## src/rtl/serial_adder_pkg.sv

```systemverilog
// Shared definitions for the bit-serial adder: FSM state encodings and default width.
package serial_adder_pkg;

   localparam int DEFAULT_WIDTH = 8;

   typedef enum logic [1:0] {
      ST_IDLE  = 2'd0,
      ST_SHIFT = 2'd1,
      ST_DONE  = 2'd2
   } state_t;

endpackage

```

## src/rtl/serial_adder_fac.sv

```systemverilog
// Single full-adder cell used by the bit-serial adder.
module fac (
   input  logic i_a,
   input  logic i_b,
   input  logic i_c,
   output logic o_s,
   output logic o_co
);

   assign o_s  = i_a ^ i_b ^ i_c;
   assign o_co = (i_a & i_b) | (i_a & i_c) | (i_b & i_c);

endmodule

```

## src/rtl/serial_adder.sv

```systemverilog
// Bit-serial WIDTH-bit adder: one fac cell plus a carry flop, LSB-first over WIDTH cycles.
// Optional macro SERIAL_ADDER_SUB_EN adds a 'sub' port for two's-complement subtraction.
module serial_adder
   import serial_adder_pkg::*;
#(
   parameter int WIDTH = DEFAULT_WIDTH
) (
   input  logic             clk,
   input  logic             rst_n,
   input  logic             start,
`ifdef SERIAL_ADDER_SUB_EN
   input  logic             sub,
`endif
   input  logic [WIDTH-1:0] a,
   input  logic [WIDTH-1:0] b,
   input  logic             carry_in,
   output logic             busy,
   output logic             done,
   output logic [WIDTH-1:0] sum,
   output logic             carry_out
);

   localparam int CNT_W = $clog2(WIDTH);

   state_t             r_state;
   state_t             w_nextState;
   logic [WIDTH-1:0]   r_aSr;
   logic [WIDTH-1:0]   r_bSr;
   logic [WIDTH-1:0]   r_sumSr;
   logic               r_carry;
   logic [CNT_W-1:0]   r_count;
   logic               r_busy;
   logic               r_done;
   logic [WIDTH-1:0]   r_sum;
   logic               r_carryOut;

   logic               w_accept;
   logic               w_last;
   logic               w_subSel;
   logic [WIDTH-1:0]   w_bLoad;
   logic               w_carryLoad;
   logic               w_s;
   logic               w_co;

`ifdef SERIAL_ADDER_SUB_EN
   assign w_subSel = sub;
`else
   assign w_subSel = 1'b0;
`endif

   // Subtraction is a + ~b + 1, so the seed carry replaces carry_in.
   assign w_bLoad     = w_subSel ? ~b : b;
   assign w_carryLoad = w_subSel ? 1'b1 : carry_in;

   assign w_accept = start && ((r_state == ST_IDLE) || (r_state == ST_DONE));
   assign w_last   = (r_state == ST_SHIFT) && (r_count == CNT_W'(WIDTH - 1));

   fac uFac (
      .i_a  (r_aSr[0]),
      .i_b  (r_bSr[0]),
      .i_c  (r_carry),
      .o_s  (w_s),
      .o_co (w_co)
   );

   always_ff @(posedge clk or negedge rst_n) begin
      if (!rst_n) r_state <= ST_IDLE;
      else        r_state <= w_nextState;
   end

   always_comb begin
      w_nextState = r_state;
      case (r_state)
         ST_IDLE:  if (start) w_nextState = ST_SHIFT;
         ST_SHIFT: if (w_last) w_nextState = ST_DONE;
         ST_DONE:  w_nextState = start ? ST_SHIFT : ST_IDLE;
         default:  w_nextState = ST_IDLE;
      endcase
   end

   // Result registers only change on the final shift edge, so they hold across a new operation.
   always_ff @(posedge clk or negedge rst_n) begin
      if (!rst_n) begin
         r_aSr      <= '0;
         r_bSr      <= '0;
         r_sumSr    <= '0;
         r_carry    <= 1'b0;
         r_count    <= '0;
         r_busy     <= 1'b0;
         r_done     <= 1'b0;
         r_sum      <= '0;
         r_carryOut <= 1'b0;
      end else if (w_accept) begin
         r_aSr   <= a;
         r_bSr   <= w_bLoad;
         r_carry <= w_carryLoad;
         r_count <= '0;
         r_busy  <= 1'b1;
         r_done  <= 1'b0;
      end else if (r_state == ST_SHIFT) begin
         r_aSr   <= {1'b0, r_aSr[WIDTH-1:1]};
         r_bSr   <= {1'b0, r_bSr[WIDTH-1:1]};
         r_sumSr <= {w_s, r_sumSr[WIDTH-1:1]};
         r_carry <= w_co;
         if (w_last) begin
            r_sum      <= {w_s, r_sumSr[WIDTH-1:1]};
            r_carryOut <= w_co;
            r_busy     <= 1'b0;
            r_done     <= 1'b1;
         end else begin
            r_count <= r_count + CNT_W'(1);
         end
      end else begin
         r_done <= 1'b0;
      end
   end

   assign busy      = r_busy;
   assign done      = r_done;
   assign sum       = r_sum;
   assign carry_out = r_carryOut;

endmodule
```

## config.mk

```make
export PLATFORM = sky130hd
export DESIGN_NAME = serial_adder
export DESIGN_NICKNAME = d
export VERILOG_FILES = /design/src/rtl/serial_adder_pkg.sv /design/src/rtl/serial_adder_fac.sv /design/src/rtl/serial_adder.sv
export SDC_FILE = /design/constraint.sdc
export NUM_CORES = 1
export LEC_CHECK = 0
export ABC_AREA = 0
export ABC_CLOCK_PERIOD_IN_PS = 1850
export CAP_MARGIN = 10
export CORE_MARGIN = 2
export CORE_UTILIZATION = 50
export CTS_BUF_LIST = sky130_fd_sc_hd__clkbuf_2 sky130_fd_sc_hd__clkbuf_4 sky130_fd_sc_hd__clkbuf_8
export DETAILED_ROUTE_END_ITERATION = 10
export PLACE_DENSITY = 0.78
export SYNTH_ARGS = -nofsm -noshare
export SYNTH_HDL_FRONTEND = slang
export SYNTH_SLANG_ARGS = --single-unit
```

## constraint.sdc

```tcl
create_clock -name clk -period 1.85 [get_ports clk]
set_input_delay 0.2775 -clock clk [delete_from_list [all_inputs] [get_ports clk]]
set_output_delay 0.2775 -clock clk [all_outputs]
set_load 0.05 [all_outputs]
```

# [Yosys cells after proc, flatten, opt, wreduce, memory -nomap -nowiden]
# Cells that the tools add are included.
# Widths: inputs -> output; s select.
[totals] out_inout_bits=11 regBits=41 in_bits=20
[classes] muxes=19 eq_ne=7 n_addsub=1 n_reduce_logical=11 bitwise_logic=8
[op_table] cell="$mux 8" n=4
[op_table] cell="$mux 1" n=9
[op_table] cell="$mux 3" n=3
[op_table] cell="$reduce_and 2->1" n=4
[op_table] cell="$ne 2x2->1 const B" n=3
[op_table] cell="$pmux 2 s3" n=1
[op_table] cell="$mux 2" n=2
[op_table] cell="$reduce_bool 2->1" n=2
[op_table] cell="$add 3x1->3 const B" n=1
[op_table] cell="$and 1x1->1" n=3
[op_table] cell="$eq 3x3->1 const B" n=1
[op_table] cell="$ne 3x3->1 const B" n=1
[op_table] cell="$reduce_and 3->1" n=1
[op_table] cell="$eq 2x1->1 const B" n=1
[op_table] cell="$eq 2x2->1 const B" n=1
[op_table] cell="$logic_and 1x1->1" n=2
[op_table] cell="$logic_not 2->1" n=1
[op_table] cell="$or 1x1->1" n=2
[op_table] cell="$xor 1x1->1" n=2
[op_table] cell="$logic_or 1x1->1" n=1
[op_table] cell="$not 1->1" n=1

# [Longest topological paths before layout]
[depth] ltp_word=5 mapped_depth=5 depth_no_buf=5

# [Cells and area by module]
# A second synthesis with hierarchy kept.
[hier_totals] hier_cells=152 hier_area_um2=1726.7
[by_module_without_submodules] module="serial_adder" cells_each=151 seq_area_each_um2=1001.0 n_inst=1 area_each_um2=1706.6
[by_module_without_submodules] module="fac" cells_each=1 seq_area_each_um2=0.0 n_inst=1 area_each_um2=20.0

# [Least setup slack after synthesis]
# Ideal clock, no wire load.
[synth_timing] kind="register -> register" from="reg r_count[0]" to="reg r_count[0]" path_buffers=0 slack_ns=0.351 required_ns=1.725 stages_incl_launch_ff=6 t_arrival_ns=1.374 cell_sequence="dfrtp_1 > ha_1 > ha_1 > nor3b_2 > nor2_1 > mux2_2"
[synth_between] elab_chain_len=4 elab_cells_between_ends=8 cone_classes="add/sub: 1; eq/ne: 2; mux: 3; reduce/logical: 2"
[synth_rtl] item="start: declaration" line_no="serial_adder.sv:31" source="logic [CNT_W-1:0] r_count;"
[synth_rtl] item="start signal: assignment" line_no="serial_adder.sv:111" source="r_count <= r_count + CNT_W'(1);"
[synth_rtl] item="$add 3x1->3 or $eq 3x3->1 (tied branches)" line_no="serial_adder.sv:111, serial_adder.sv:56"
[synth_rtl] item="$mux 3 or $logic_and 1x1->1 (tied branches)" line_no="serial_adder.sv:105, serial_adder.sv:56"
[synth_rtl] item="$mux 3 or $ne 2x2->1 (tied branches)"
[synth_rtl] item="$mux 3 or $reduce_and 2->1 (tied branches)"
# Several ways; a longest one is shown, not always the timed one. The select of a mux whose other input is x is not followed.
# A chain may end at the register's enable or synchronous reset.

# [Final worst setup path]
# Ends and elaborated chain as after synthesis.

==> flow_summary.toml <==
[sta]
post-route-period-util = 0.880
setup_violations = 0
relSlewSlack = 0.589
fin_crit_ns = 1.63
fmax_mhz = 614
fin_tns_setup_ns = 0
skew_ns = 0.0107
rsz0062_at_grt = "false"
hold_viol = 0
maxSlewViolCount = 0
tightest_slew_ns = 0.616

[logic_synthesis]
ys.flop_type = "dfrtp_1"
synth_area_um2 = 1770
ys_ff_latch = 40
synthDistinctLibCells = 28
yosysSeqAreaShare = 0.565
synth_area_leaders = "dfrtp_1, mux2_4, nand2_1"
synth_top_area_frac = 0.565
synth.avg_cell_area_um2 = 11.4
yosysWarningCount = 0
synth_edf_count = 0
yosys.area.top_type = "dfrtp_1"
syn_nets = 178
syn_inst = 155
async_flop_share = 1.00

[global_routing]
grt_pass1_vias = 1241
grt_pass1_wl_mm = 5.41
grt_usage = 0.175
grt_max_degree = 23
overflow = 0
antenna_found_initial = 0

[pwr]
p_int_mw = 2.47
pwr-share-clk = 0.171
p_switching_mw = 1.57
leakage_nw = 1.16
powerDensity_nw_per_um2 = 1790
p_seq_frac = 0.379
swShare = 0.388
irDropWorstVdd_uv = 846
p_comb_frac = 0.451

[setup_path]
path_cells = "ha_1 -> ha_1 -> nor3b_2 -> nor2_1 -> mux2_2"
cp-start-kind = "register"
crit_arrival_ns = 1.87
path_max_fanout = 4
critPathKind = "register to register"
end_kind = "register"
cpMostUsedCell = "ha_1"
slowest_delay_ns = 0.41
cp_slowest_cell = "dfrtp_1"
required_ns = 2.09

[place]
dpl.hpwl_mm = 2.22
place.gp.congestion = 0.793
dp.cells = 227
io_buffer_count = 30

[floorplan]
core_um2 = 3360
row_count = 21
die_h_um = 63.5
fp.dieW_um = 63.5
io_pins = 31
start_util = 0.527
die_area_um2 = 4040

[drt]
ant_nets = 0
drc = 0
vias_per_cell = 5.21
first_iter_violations = 53
dr.pass1.iters = 4
wl_mm = 3.27
vias = 1225
wl_per_cell_um = 13.9

[worst_hold_path]
hp-class = "input pin to async pin"

[cts]
h-tree-depth = 2
cts_buffers = 5
post-cts-setup-buffers = 0
cts.reportedPaths.clkPinSlew_ns = 0.11
clk_latency_ns = 0.35
root_buffer = "clkbuf_4"
clockBufferDepth = 2
cts_tree = "built"
cts_sinks = 40

[cells_and_area]
area_growth_pct = 27.4
diodes = 0
final_cells = 235
fillers = 283
drive_above_1_share = 0.138
nNetsFinal = 212

[flow_run]
max_cap_violations = 0

[run_status]
status = "completed"
cells in the mapped netlist (2+ instances only):
| cell | n |
|---|---|
| mux2i_1 | 8 |
| a211oi_1 | 7 |
| nand2b_1 | 2 |
| nor2_1 | 3 |
| nor2b_1 | 8 |
| inv_1 | 9 |
| o22ai_1 | 8 |
| buf_2 | 6 |
| a22o_1 | 3 |
| ha_1 | 2 |
| mux2_4 | 8 |
| dfrtp_1 | 40 |
| nand2_1 | 22 |
| a21oi_1 | 15 |
critical path, delay by kind of cell (launching register included):
kind | cells | cell delay, ns
adders and majority gates | 2 | 0.43
DFF | 1 | 0.41
and+or+nand+nor | 2 | 0.41
muxes | 1 | 0.27
metal layers:
layer	up-vias	global-route usage	routed length, um
met1	589	0.213	1450
met2	33	0.287	1610
met4	0	0.0978	70
met3	7	0.0375	142
met5	-	0	0
li1	596	-	-
cell type report:
class	instances	area, um2	area share
Sequential cell	40	1000	0.443
Clock inverter	2	60.1	0.0266
Multi-Input combinational cell	96	681	0.302
Clock buffer	5	37.5	0.0166
Timing Repair Buffer	36	383	0.170
Tap cell	46	57.6	0.0255
Inverter	10	37.5	0.0166
state kept, by name, summed over array words and instances (netlist names):
name / cells
busy: 1
carry_out: 1
done: 1
r_aSr: 8
r_bSr: 8
r_carry: 1
r_count: 3
r_state: 2
r_sumSr: 7
sum: 8
logic make-up after synthesis:
| family | after synthesis | synth area share |
|---|---|---|
| fa+ha+maj | 3 | 0.0254 |
| simple gates | 39 | 0.106 |
| flops | 40 | 0.565 |
| buf+inv | 19 | 0.0508 |
| compound gates | 36 | 0.127 |
| mux | 18 | 0.126 |
stage by stage:
| stage | hold WS, ns | instance area [um2] | power, mW | util | setup slack, ns |
|---|---|---|---|---|---|
| after floorplan | -0.0181 | 1770 | 2.89 | - | 0.351 |
| after global placement | 0.262 | 2120 | 3.30 | 0.631 | 0.316 |
| after detailed placement | 0.261 | 2120 | 3.39 | 0.631 | 0.225 |
| after CTS | 0.410 | 2230 | 4.09 | 0.663 | 0.00666 |
| after global routing | 0.435 | 2260 | 4.32 | 0.671 | 0.124 |
| final | 0.404 | 2260 | 4.04 | 0.671 | 0.222 |
final timing paths:
kind | from | endpoint | slack (ns) | cells past startpoint
worst max-delay path | r_count[0] | r_count[0] | 0.22 | 5
worst min-delay path | rst_n | sum[6] | 0.40 | 2
worst max register to register | r_count[0] | r_count[0] | 0.22 | 5
worst min register to register | r_sumSr[1] | r_sumSr[1] | 0.50 | 2
max in group asynchronous | rst_n | r_count[0] | 0.98 | 3
min in group clk | r_sumSr[1] | r_sumSr[1] | 0.50 | 2
power by group through the flow:
stage	Clock, mW	Sequential [mW]	Combinational [mW]
final	0.689	1.53	1.82
after global placement	0	1.53	1.76
after detailed placement	0	1.55	1.84
after floorplan	0	1.89	1.00
after CTS	0.711	1.53	1.85
after global routing	0.754	1.59	1.98
cells in the final DEF (no fill, tap or decap), types with 2 or more instances in the layout:
| cell type | netlist | routed |
|---|---|---|
| dfrtp_1 | 40 | 40 |
| nand2_1 | 22 | 22 |
| clkdlybuf4s50_1 | 0 | 18 |
| a21oi_1 | 15 | 15 |
| dlymetal6s2s_1 | 0 | 11 |
| inv_1 | 9 | 9 |
| mux2i_1 | 8 | 8 |
| nor2b_1 | 8 | 8 |
| o22ai_1 | 8 | 8 |
| mux2_4 | 8 | 8 |
| a211oi_1 | 7 | 7 |
| clkbuf_4 | 0 | 5 |
| buf_4 | 1 | 4 |
| nor2_1 | 3 | 3 |
| a22o_1 | 3 | 3 |
| nand2b_1 | 2 | 2 |
| ha_1 | 2 | 2 |
| bufinv_16 | 0 | 2 |
what timing repair did:
| action | CTS | global route |
|---|---|---|
| endpoints found under the setup margin | 0 | 11 |
| hold endpoints to repair | 20 | 0 |
| gates resized for setup | 0 | 11 |
| hold buffers | 1 | 0 |
Note: power is estimated with default switching activity, not from simulation.
